===== config.mk =====
export PLATFORM = sky130hd
export DESIGN_NAME = minimig_sram_sequencer_flat
export DESIGN_NICKNAME = d
export VERILOG_FILES = /design/src/rtl/minimig_sram_sequencer_if.sv /design/src/rtl/minimig_sram_sequencer.sv /design/src/flat_wrapper.sv
export SDC_FILE = /design/constraint.sdc
export NUM_CORES = 1
export LEC_CHECK = 0
export CAP_MARGIN = 10
export CORE_ASPECT_RATIO = 1.75
export CORE_MARGIN = 5
export CORE_UTILIZATION = 47
export CTS_BUF_LIST = sky130_fd_sc_hd__clkbuf_8
export DETAILED_ROUTE_END_ITERATION = 7
export GPL_TIMING_DRIVEN = 0
export PLACE_DENSITY = 0.95
export SETUP_SLACK_MARGIN = 0.05
export SLEW_MARGIN = 20
export SYNTH_ARGS = -nofsm -noshare
export SYNTH_HDL_FRONTEND = slang
export SYNTH_SLANG_ARGS = --single-unit

===== constraint.sdc =====
create_clock -name clk -period 5.8 [get_ports clk]
set_clock_uncertainty 0.2 [all_clocks]
set_input_delay 1.16 -clock clk [delete_from_list [all_inputs] [get_ports clk]]
set_output_delay 1.16 -clock clk [all_outputs]
set_load 0.02 [all_outputs]

===== src/rtl/minimig_sram_sequencer_if.sv =====
// Bridge-side request/response and external SRAM pin bundle for minimig_sram_sequencer.
// The sequencer takes the slave view; the bridge/pad side takes the master view.
interface minimig_sram_sequencer_if;
    logic        _req_we;
    logic        _req_oe;
    logic        _req_bhe;
    logic        _req_ble;
    logic [22:1] req_address;
    logic [15:0] req_data;
    logic [15:0] rddata;
    logic        ack;
    logic        busy;
    logic        _sram_ce;
    logic        _sram_oe;
    logic        _sram_we;
    logic        _sram_bhe;
    logic        _sram_ble;
    logic [22:1] sram_address;
    logic [15:0] sram_dout;
    logic        sram_doe;
    logic [15:0] sram_din;

    modport slave (
        input  _req_we, _req_oe, _req_bhe, _req_ble, req_address, req_data, sram_din,
        output rddata, ack, busy, _sram_ce, _sram_oe, _sram_we, _sram_bhe, _sram_ble,
               sram_address, sram_dout, sram_doe
    );

    modport master (
        output _req_we, _req_oe, _req_bhe, _req_ble, req_address, req_data, sram_din,
        input  rddata, ack, busy, _sram_ce, _sram_oe, _sram_we, _sram_bhe, _sram_ble,
               sram_address, sram_dout, sram_doe
    );
endinterface


===== src/rtl/minimig_sram_sequencer.sv =====
// Sequences one asynchronous SRAM access per bridge request: SETUP, STROBE (WAIT_STATES+1),
// HOLD with ack, then WAITREL until the bridge drops its request. All outputs are registered.
module minimig_sram_sequencer #(
    parameter int unsigned WAIT_STATES = 2
) (
    input  logic                       clk,
    input  logic                       _reset,
    minimig_sram_sequencer_if.slave    bus
);

    typedef enum logic [2:0] {StIdle, StSetup, StStrobe, StHold, StWaitrel} state_e;

    state_e      state_q, state_d;
    logic [3:0]  cnt_q, cnt_d;
    logic        write_q, write_d;
    logic        lane_bhe_q, lane_bhe_d;
    logic        lane_ble_q, lane_ble_d;
    logic [22:1] addr_q, addr_d;
    logic [15:0] data_q, data_d;
    logic [15:0] rddata_q, rddata_d;
    logic        ce_q, oe_q, we_q, bhe_q, ble_q, doe_q, ack_q, busy_q;
    logic        ce_d, oe_d, we_d, bhe_d, ble_d, doe_d, ack_d, busy_d;
    logic        setup_n, strobe_n, hold_n;

    always_comb begin
        state_d    = state_q;
        cnt_d      = cnt_q;
        write_d    = write_q;
        lane_bhe_d = lane_bhe_q;
        lane_ble_d = lane_ble_q;
        addr_d     = addr_q;
        data_d     = data_q;
        rddata_d   = rddata_q;
        unique case (state_q)
            StIdle: begin
                if (!bus._req_we || !bus._req_oe) begin
                    write_d    = ~bus._req_we;
                    lane_bhe_d = bus._req_bhe;
                    lane_ble_d = bus._req_ble;
                    addr_d     = bus.req_address;
                    data_d     = bus.req_data;
                    cnt_d      = 4'(WAIT_STATES);
                    state_d    = StSetup;
                end
            end
            StSetup: state_d = StStrobe;
            StStrobe: begin
                if (cnt_q == 4'd0) begin
                    state_d = StHold;
                    if (!write_q) rddata_d = bus.sram_din;
                end else begin
                    cnt_d = cnt_q - 4'd1;
                end
            end
            StHold: state_d = StWaitrel;
            StWaitrel: begin
                // Hold off until the bridge lets go so a held request is serviced once.
                if (bus._req_we && bus._req_oe) state_d = StIdle;
            end
            default: state_d = StIdle;
        endcase
    end

    // Strobes are computed from the next state so they appear registered in the state they
    // belong to; the read/write and lane decisions come from the latched request only.
    always_comb begin
        setup_n  = (state_d == StSetup);
        strobe_n = (state_d == StStrobe);
        hold_n   = (state_d == StHold);
        ce_d     = ~(setup_n | strobe_n | hold_n);
        oe_d     = ~(~write_d & (setup_n | strobe_n));
        we_d     = ~(write_d & strobe_n & ~(lane_bhe_d & lane_ble_d));
        bhe_d    = ~(strobe_n & (~write_d | ~lane_bhe_d));
        ble_d    = ~(strobe_n & (~write_d | ~lane_ble_d));
        doe_d    = write_d & (setup_n | strobe_n | hold_n);
        ack_d    = hold_n;
        busy_d   = (state_d != StIdle);
    end

    always_ff @(posedge clk or negedge _reset) begin
        if (!_reset) begin
            state_q    <= StIdle;
            cnt_q      <= 4'd0;
            write_q    <= 1'b0;
            lane_bhe_q <= 1'b1;
            lane_ble_q <= 1'b1;
            addr_q     <= '0;
            data_q     <= '0;
            rddata_q   <= '0;
            ce_q       <= 1'b1;
            oe_q       <= 1'b1;
            we_q       <= 1'b1;
            bhe_q      <= 1'b1;
            ble_q      <= 1'b1;
            doe_q      <= 1'b0;
            ack_q      <= 1'b0;
            busy_q     <= 1'b0;
        end else begin
            state_q    <= state_d;
            cnt_q      <= cnt_d;
            write_q    <= write_d;
            lane_bhe_q <= lane_bhe_d;
            lane_ble_q <= lane_ble_d;
            addr_q     <= addr_d;
            data_q     <= data_d;
            rddata_q   <= rddata_d;
            ce_q       <= ce_d;
            oe_q       <= oe_d;
            we_q       <= we_d;
            bhe_q      <= bhe_d;
            ble_q      <= ble_d;
            doe_q      <= doe_d;
            ack_q      <= ack_d;
            busy_q     <= busy_d;
        end
    end

    assign bus.rddata       = rddata_q;
    assign bus.ack          = ack_q;
    assign bus.busy         = busy_q;
    assign bus._sram_ce     = ce_q;
    assign bus._sram_oe     = oe_q;
    assign bus._sram_we     = we_q;
    assign bus._sram_bhe    = bhe_q;
    assign bus._sram_ble    = ble_q;
    assign bus.sram_address = addr_q;
    assign bus.sram_dout    = data_q;
    assign bus.sram_doe     = doe_q;

endmodule


===== src/flat_wrapper.sv =====
// flat-port wrapper written by rule: the top's interface ports become plain ports
module minimig_sram_sequencer_flat 
#(
    parameter int unsigned WAIT_STATES = 2
)
  (clk, _reset, bus__req_we, bus__req_oe, bus__req_bhe, bus__req_ble, bus_req_address, bus_req_data, bus_sram_din, bus_rddata, bus_ack, bus_busy, bus__sram_ce, bus__sram_oe, bus__sram_we, bus__sram_bhe, bus__sram_ble, bus_sram_address, bus_sram_dout, bus_sram_doe);
  minimig_sram_sequencer_if bus_i ();
  input  logic clk;
  input  logic _reset;
  input wire logic [$bits(bus_i._req_we)-1:0] bus__req_we;
  input wire logic [$bits(bus_i._req_oe)-1:0] bus__req_oe;
  input wire logic [$bits(bus_i._req_bhe)-1:0] bus__req_bhe;
  input wire logic [$bits(bus_i._req_ble)-1:0] bus__req_ble;
  input wire logic [$bits(bus_i.req_address)-1:0] bus_req_address;
  input wire logic [$bits(bus_i.req_data)-1:0] bus_req_data;
  input wire logic [$bits(bus_i.sram_din)-1:0] bus_sram_din;
  output wire logic [$bits(bus_i.rddata)-1:0] bus_rddata;
  output wire logic [$bits(bus_i.ack)-1:0] bus_ack;
  output wire logic [$bits(bus_i.busy)-1:0] bus_busy;
  output wire logic [$bits(bus_i._sram_ce)-1:0] bus__sram_ce;
  output wire logic [$bits(bus_i._sram_oe)-1:0] bus__sram_oe;
  output wire logic [$bits(bus_i._sram_we)-1:0] bus__sram_we;
  output wire logic [$bits(bus_i._sram_bhe)-1:0] bus__sram_bhe;
  output wire logic [$bits(bus_i._sram_ble)-1:0] bus__sram_ble;
  output wire logic [$bits(bus_i.sram_address)-1:0] bus_sram_address;
  output wire logic [$bits(bus_i.sram_dout)-1:0] bus_sram_dout;
  output wire logic [$bits(bus_i.sram_doe)-1:0] bus_sram_doe;
  assign bus_i._req_we = bus__req_we;
  assign bus_i._req_oe = bus__req_oe;
  assign bus_i._req_bhe = bus__req_bhe;
  assign bus_i._req_ble = bus__req_ble;
  assign bus_i.req_address = bus_req_address;
  assign bus_i.req_data = bus_req_data;
  assign bus_i.sram_din = bus_sram_din;
  assign bus_rddata = bus_i.rddata;
  assign bus_ack = bus_i.ack;
  assign bus_busy = bus_i.busy;
  assign bus__sram_ce = bus_i._sram_ce;
  assign bus__sram_oe = bus_i._sram_oe;
  assign bus__sram_we = bus_i._sram_we;
  assign bus__sram_bhe = bus_i._sram_bhe;
  assign bus__sram_ble = bus_i._sram_ble;
  assign bus_sram_address = bus_i.sram_address;
  assign bus_sram_dout = bus_i.sram_dout;
  assign bus_sram_doe = bus_i.sram_doe;
  minimig_sram_sequencer #(.WAIT_STATES(WAIT_STATES)) u_core (.clk(clk), ._reset(_reset), .bus(bus_i));
endmodule

=== Word level (Yosys, flattened, before mapping) ===
Cells that the tools add are included.

* Add/subtract/negate cells: 1
* Multiplexer cells: 13
* Bitwise operators: 22
* Equality and inequality tests: 9
* Reductions and logical operators: 11

{| class="wikitable"
|+ Operators with widths
! kind !! number
|-
| one-hot mux 3 bit (5 select lines) || 1
|-
| == test 3 x 2 -> 1 bit, second input constant || 4
|-
| inverter 1 bit || 11
|-
| 2-to-1 mux 3 bit || 3
|-
| 2-to-1 mux 4 bit || 2
|-
| one-hot mux 4 bit (2 select lines) || 1
|-
| bitwise AND 1 bit || 7
|-
| == test 3 x 1 -> 1 bit, second input constant || 2
|-
| 2-to-1 mux 1 bit || 6
|-
| AND reduction 3 bit || 2
|-
| zero test 4 bit || 1
|-
| OR 1 bit || 4
|-
| subtractor 4 x 1 -> 4 bit, second input constant || 1
|-
| == test 3 bit, second input constant || 1
|-
| zero test 3 bit || 1
|-
| nonzero test 3 bit || 1
|-
| zero test 1 bit || 2
|-
| inequality test 2 x 1 -> 1 bit, second input constant || 1
|-
| inequality test 2 bit, second input constant || 1
|-
| AND reduction 2 bit || 1
|-
| nonzero test 2 bit || 1
|-
| logical AND 1 bit || 1
|-
| logical OR 1 bit || 1
|}

* Output and inout port bits: 62
* Bits in registers: 72

=== Logic depth before layout (Yosys ltp) ===
* Word-level depth: 8
* Mapped depth: 7

=== Worst setup path after synthesis ===
Ideal clock, no wire load.

* Kind: input to register
* From: in bus__req_we
* To: reg u_core.addr_q (netlist bit u_core.bus.sram_address[10])
* Path slack: 3.161 ns
* Cell stages on the path: 3
* Arrival time: 2.314 ns
* Library setup time: 0.125 ns
* Required time: 5.475 ns
* Buffers on the path: 1
* Cells stage by stage: a2111oi_4 > buf_6 > mux2_2

* Word-level cells in the longest chain between the ends: 3

{| class="wikitable"
|+ RTL lines
! element !! line !! text
|-
| start, declared || flat_wrapper.sv:10 || <nowiki>input wire logic [$bits(bus_i._req_we)-1:0] bus__req_we;</nowiki>
|-
| zero test 1 bit || minimig_sram_sequencer.sv:36 || <nowiki>if (!bus._req_we || !bus._req_oe) begin</nowiki>
|-
| logical OR 1 bit || minimig_sram_sequencer.sv:36 ||
|-
| AND reduction 2 bit (no line) || - ||
|-
| end signal, assigned || minimig_sram_sequencer.sv:104 || <nowiki>addr_q <= addr_d;</nowiki>
|-
| end, declared || minimig_sram_sequencer.sv:18 || <nowiki>logic [22:1] addr_q, addr_d;</nowiki>
|}

No other way between the ends.
A chain may end at the register's enable or synchronous reset.

=== Worst setup path in the final report ===
* From: in bus__req_we
* To: reg u_core.data_q[1], in the netlist u_core.bus.sram_dout[1]

* Word-level cells in the longest chain between the ends: 3

{| class="wikitable"
|+ RTL lines
! element !! line !! text
|-
| zero test 1 bit || minimig_sram_sequencer.sv:36 ||
|-
| logical OR 1 bit || minimig_sram_sequencer.sv:36 ||
|-
| AND reduction 2 bit (no line) || - ||
|-
| end signal, assigned || minimig_sram_sequencer.sv:105 || <nowiki>data_q <= data_d;</nowiki>
|-
| end, declared || minimig_sram_sequencer.sv:19 || <nowiki>logic [15:0] data_q, data_d;</nowiki>
|}

No other way between the ends.

==> flow_summary.yaml <==
yosys:
  yosysSeqAreaShare: 0.619
  synth_top_family_by_area: "multiplexers"
  synth-compound-area-share: 0.0531
  synth_top_area_frac: 0.556
  synth_nets: 248
  netlist_area_um2: 2920
  synth_adder_area_share: 0.00428
  postSynthCellCount: 187
  synthesized_area_fraction_occupied_by_and_or_nand_nor_cells: 0.0505
  synth_mux_area_frac: 0.232
  synth_ff_type: "dfrtp_1"
  post_synth_main_area_contributors: "dfrtp_1, mux2_2, dfstp_2, mux2_4, buf_6"
  netlist.top_cell.by_area: "dfrtp_1"
  postSynth.asyncResetShare: 1.00
  synth.ff_latch_count: 72
  synth_area_per_cell_um2: 15.6
  synth-edff-count: 0
  synth_cell_type_count: 38
  synth_xor_area_frac: 0.00300
  ys.warnings.count: 0
sta:
  whs_ns: 0.304
  fmax_mhz: 321
  setup_viol: 0
  setup_tns_ns: 0
  max_slew_margin: 0.425
  timing_max_transition_violations_final: 0
  final.min_clock_period_ns: 3.12
  post_route_fraction_of_the_period_consumed_by_the_critical_path: 0.538
  rsz0062_at_grt: "false"
  max_slew.worst_pin.slew_ns: 0.862
  final_hold_viol_count: 0
cts:
  post-cts-setup-buffers: 0
  root_buffer: "clkbuf_8"
  holdBufCountCts: 0
  clock-sinks: 72
  ctsLongestPathBuffers: 2
  cts_repair_resize_count: 0
  cts.htree.levels: 3
  tritoncts_clock_tree: "done"
  tritoncts.num_buffers: 9
  clock_insertion_delay_worst_skew_ns: 0.33
  cts.reportedPaths.clkPinSlew_ns: 0.07
min_path:
  whs_endpoint: "u_core.bus.sram_dout[14]"
  holdCritStartpoint: "u_core.bus.sram_dout[14]"
  hold-path-cell-count: 1
  worst_hold_path_type: "flip-flop to flip-flop"
final_layout:
  area.sequential_um2: 1810
  share_of_final_layout_standard_cells_stronger_than_drive_strength_1: 0.271
  layout.cell_area.non_filler_um2: 4400
  multiInputGateArea_um2: 1000
  fin_cells: 405
  layout.filler_cells: 400
  synthToLayoutAreaGrowth_pct: 50.6
  finish.net_count: 381
  antenna_fix_cells: 0
worst_setup_path:
  worst-setup-path-type: "input port to flip-flop"
  rr_endpoint: "u_core.bus.rddata[6]"
  worst_path_required_ns: 5.82
  critical_path_endpoint_category: "flip-flop"
  r2r.worst_path.cells: 7
  worstPathCellList: "clkdlybuf4s50_1 -> a2111oi_4 -> buf_6 -> mux2_2"
  crit_path_max_incr_delay_ns: 0.86
  critPathBufInv: 2
  launch_instance_of_the_worst_register_to_register_path: "u_core.cnt_q[0]"
  critPathTopFamily: "compound AO/OA/AOI/OAI gates"
  slowest_library_cell_on_the_worst_path: "a2111oi_4"
  register_to_register_setup_slack_ns: 3.36
  cp-startpoint: "bus__req_we"
  critPathArrivalTime_ns: 3.14
  worst-path-stages: 4
  critical_path.max_fanout: 10
  worstSetupStartpointType: "input port"
place:
  place_area_um2: 4250
  gp_congestion: 0.760
  dpl.hpwl_um: 5390
  placed_cell_count: 389
  port-buffer-count: 121
floorplan:
  die_height_um: 114
  core_area_um2: 6130
  chipWidth_um: 69.6
  fp-row-count: 38
  floorplan.initialDensity: 0.477
  area_of_the_die_um2: 7960
  io-pin-count: 122
global_routing:
  antenna_found_initial: 0
  grt_remaining_overflow: 0
  grt_pass1_wl_um: 10900
  groute.usage.overall: 0.180
  grt_pass1_vias: 2170
  grt_start_max_net_pins: 38
drt:
  routed-via-count: 1990
  drt_iter0_markers: 124
  highest-signal-layer: "met4"
  drt-met1-wl_um: 2320
  wirelength_um: 6770
  drt-wirelength-per-cell_um: 16.7
  drtAntennaViolNets: 0
  firstDrtPassIters: 4
  wl_met3_um: 364
  detail_route.vias_per_cell: 4.91
  wl_met2_um: 3920
  detail_route.drc_violations: 0
run_status:
  status: "completed"
pwr:
  power-per-cell-area_nw_per_um2: 589
  static-leakage-power_uw: 0.00188
  ir_drop_v: 0.000326
run:
  max_cap_violations: 0
## state kept, by name, indices dropped and copies added (netlist names), 3 cells and up
register and flops:
u_core.bus.rddata 16, u_core.cnt_q 4, u_core.state_q 3, u_core.bus.sram_dout 16
u_core.bus.sram_address 22
## worst reg2reg max path: stages, from the launching register on
cell	delay, ns
dfrtp_1	0.44
inv_1	0.09
ha_1	0.21
or3b_1	0.36
buf_2	0.17
nor3_4	0.33
buf_8	0.22
mux2_4	0.31
## stage by stage
stage	total power [uW]	worst slack, ns	util
floorplan	1700	3.16	-
global placement	2260	0.979	0.691
detailed placement	2310	2.30	0.693
CTS	2630	2.67	0.718
global route	2750	2.61	0.718
finish	2590	2.68	0.718
## cell usage after synthesis (2+ instances only)
master	n
mux2_1	3
o21ai_0	4
or2_2	2
buf_2	2
nor3_1	2
mux2_4	10
o21a_1	2
dfstp_2	7
buf_6	5
dfrtp_1	65
mux2_2	43
nor3b_1	2
nand3_1	2
inv_1	6
a21oi_1	3
a211o_1	3
nor2_1	5
## worst max-delay path by stage
stage | endpoint | slack, ns
after floorplan | u_core.bus.sram_address[10] | 3.16
after global placement | u_core.bus.sram_address[15] | 0.98
after detailed placement | u_core.bus.sram_address[7] | 2.30
after CTS | u_core.bus.sram_address[7] | 2.67
after global routing | u_core.bus.sram_dout[1] | 2.61
final | u_core.bus.sram_dout[1] | 2.68
## layer usage
layer  up-vias  global-route usage
li1        934                   -
met4         0              0.0946
met5         -                   0
met1       978               0.176
met2        64               0.341
met3        14              0.0448
## layout make-up
class | instances | area share
Tap cell | 80 | 0.0227
Clock inverter | 7 | 0.00625
Timing Repair Buffer | 122 | 0.279
Multi-Input combinational cell | 100 | 0.228
Inverter | 6 | 0.00511
Sequential cell | 72 | 0.411
Buffer | 9 | 0.0202
Clock buffer | 9 | 0.0281
## cell usage in the layout (no fill, tap or decap), types with 4 or more instances in the layout
cell / n
buf_6: 5
nor2_1: 5
inv_1: 12
mux2_4: 10
dfrtp_1: 65
o21ai_0: 4
dfstp_2: 7
clkdlybuf4s50_1: 120
mux2_2: 43
clkbuf_8: 9
## report_power, final
part	leakage, uW	internal (uW)	total (uW)	switching, uW
clock network	0.000101	145	308	163
logic	0.000917	751	1390	637
registers	0.000858	764	899	135
total	0.00188	1660	2590	934
## cells by family (layout without fill, tap and decap cells)
kind of cell	count (synthesis)	in the layout
xor gates and xnor gates	1	1
AOI/OAI and AO/OA	19	19
DFF	72	72
buffers and inverters	15	153
muxes	57	57
adders and majority gates	1	1
and+or+nand+nor	22	22
(Power assumes the default switching activity.)
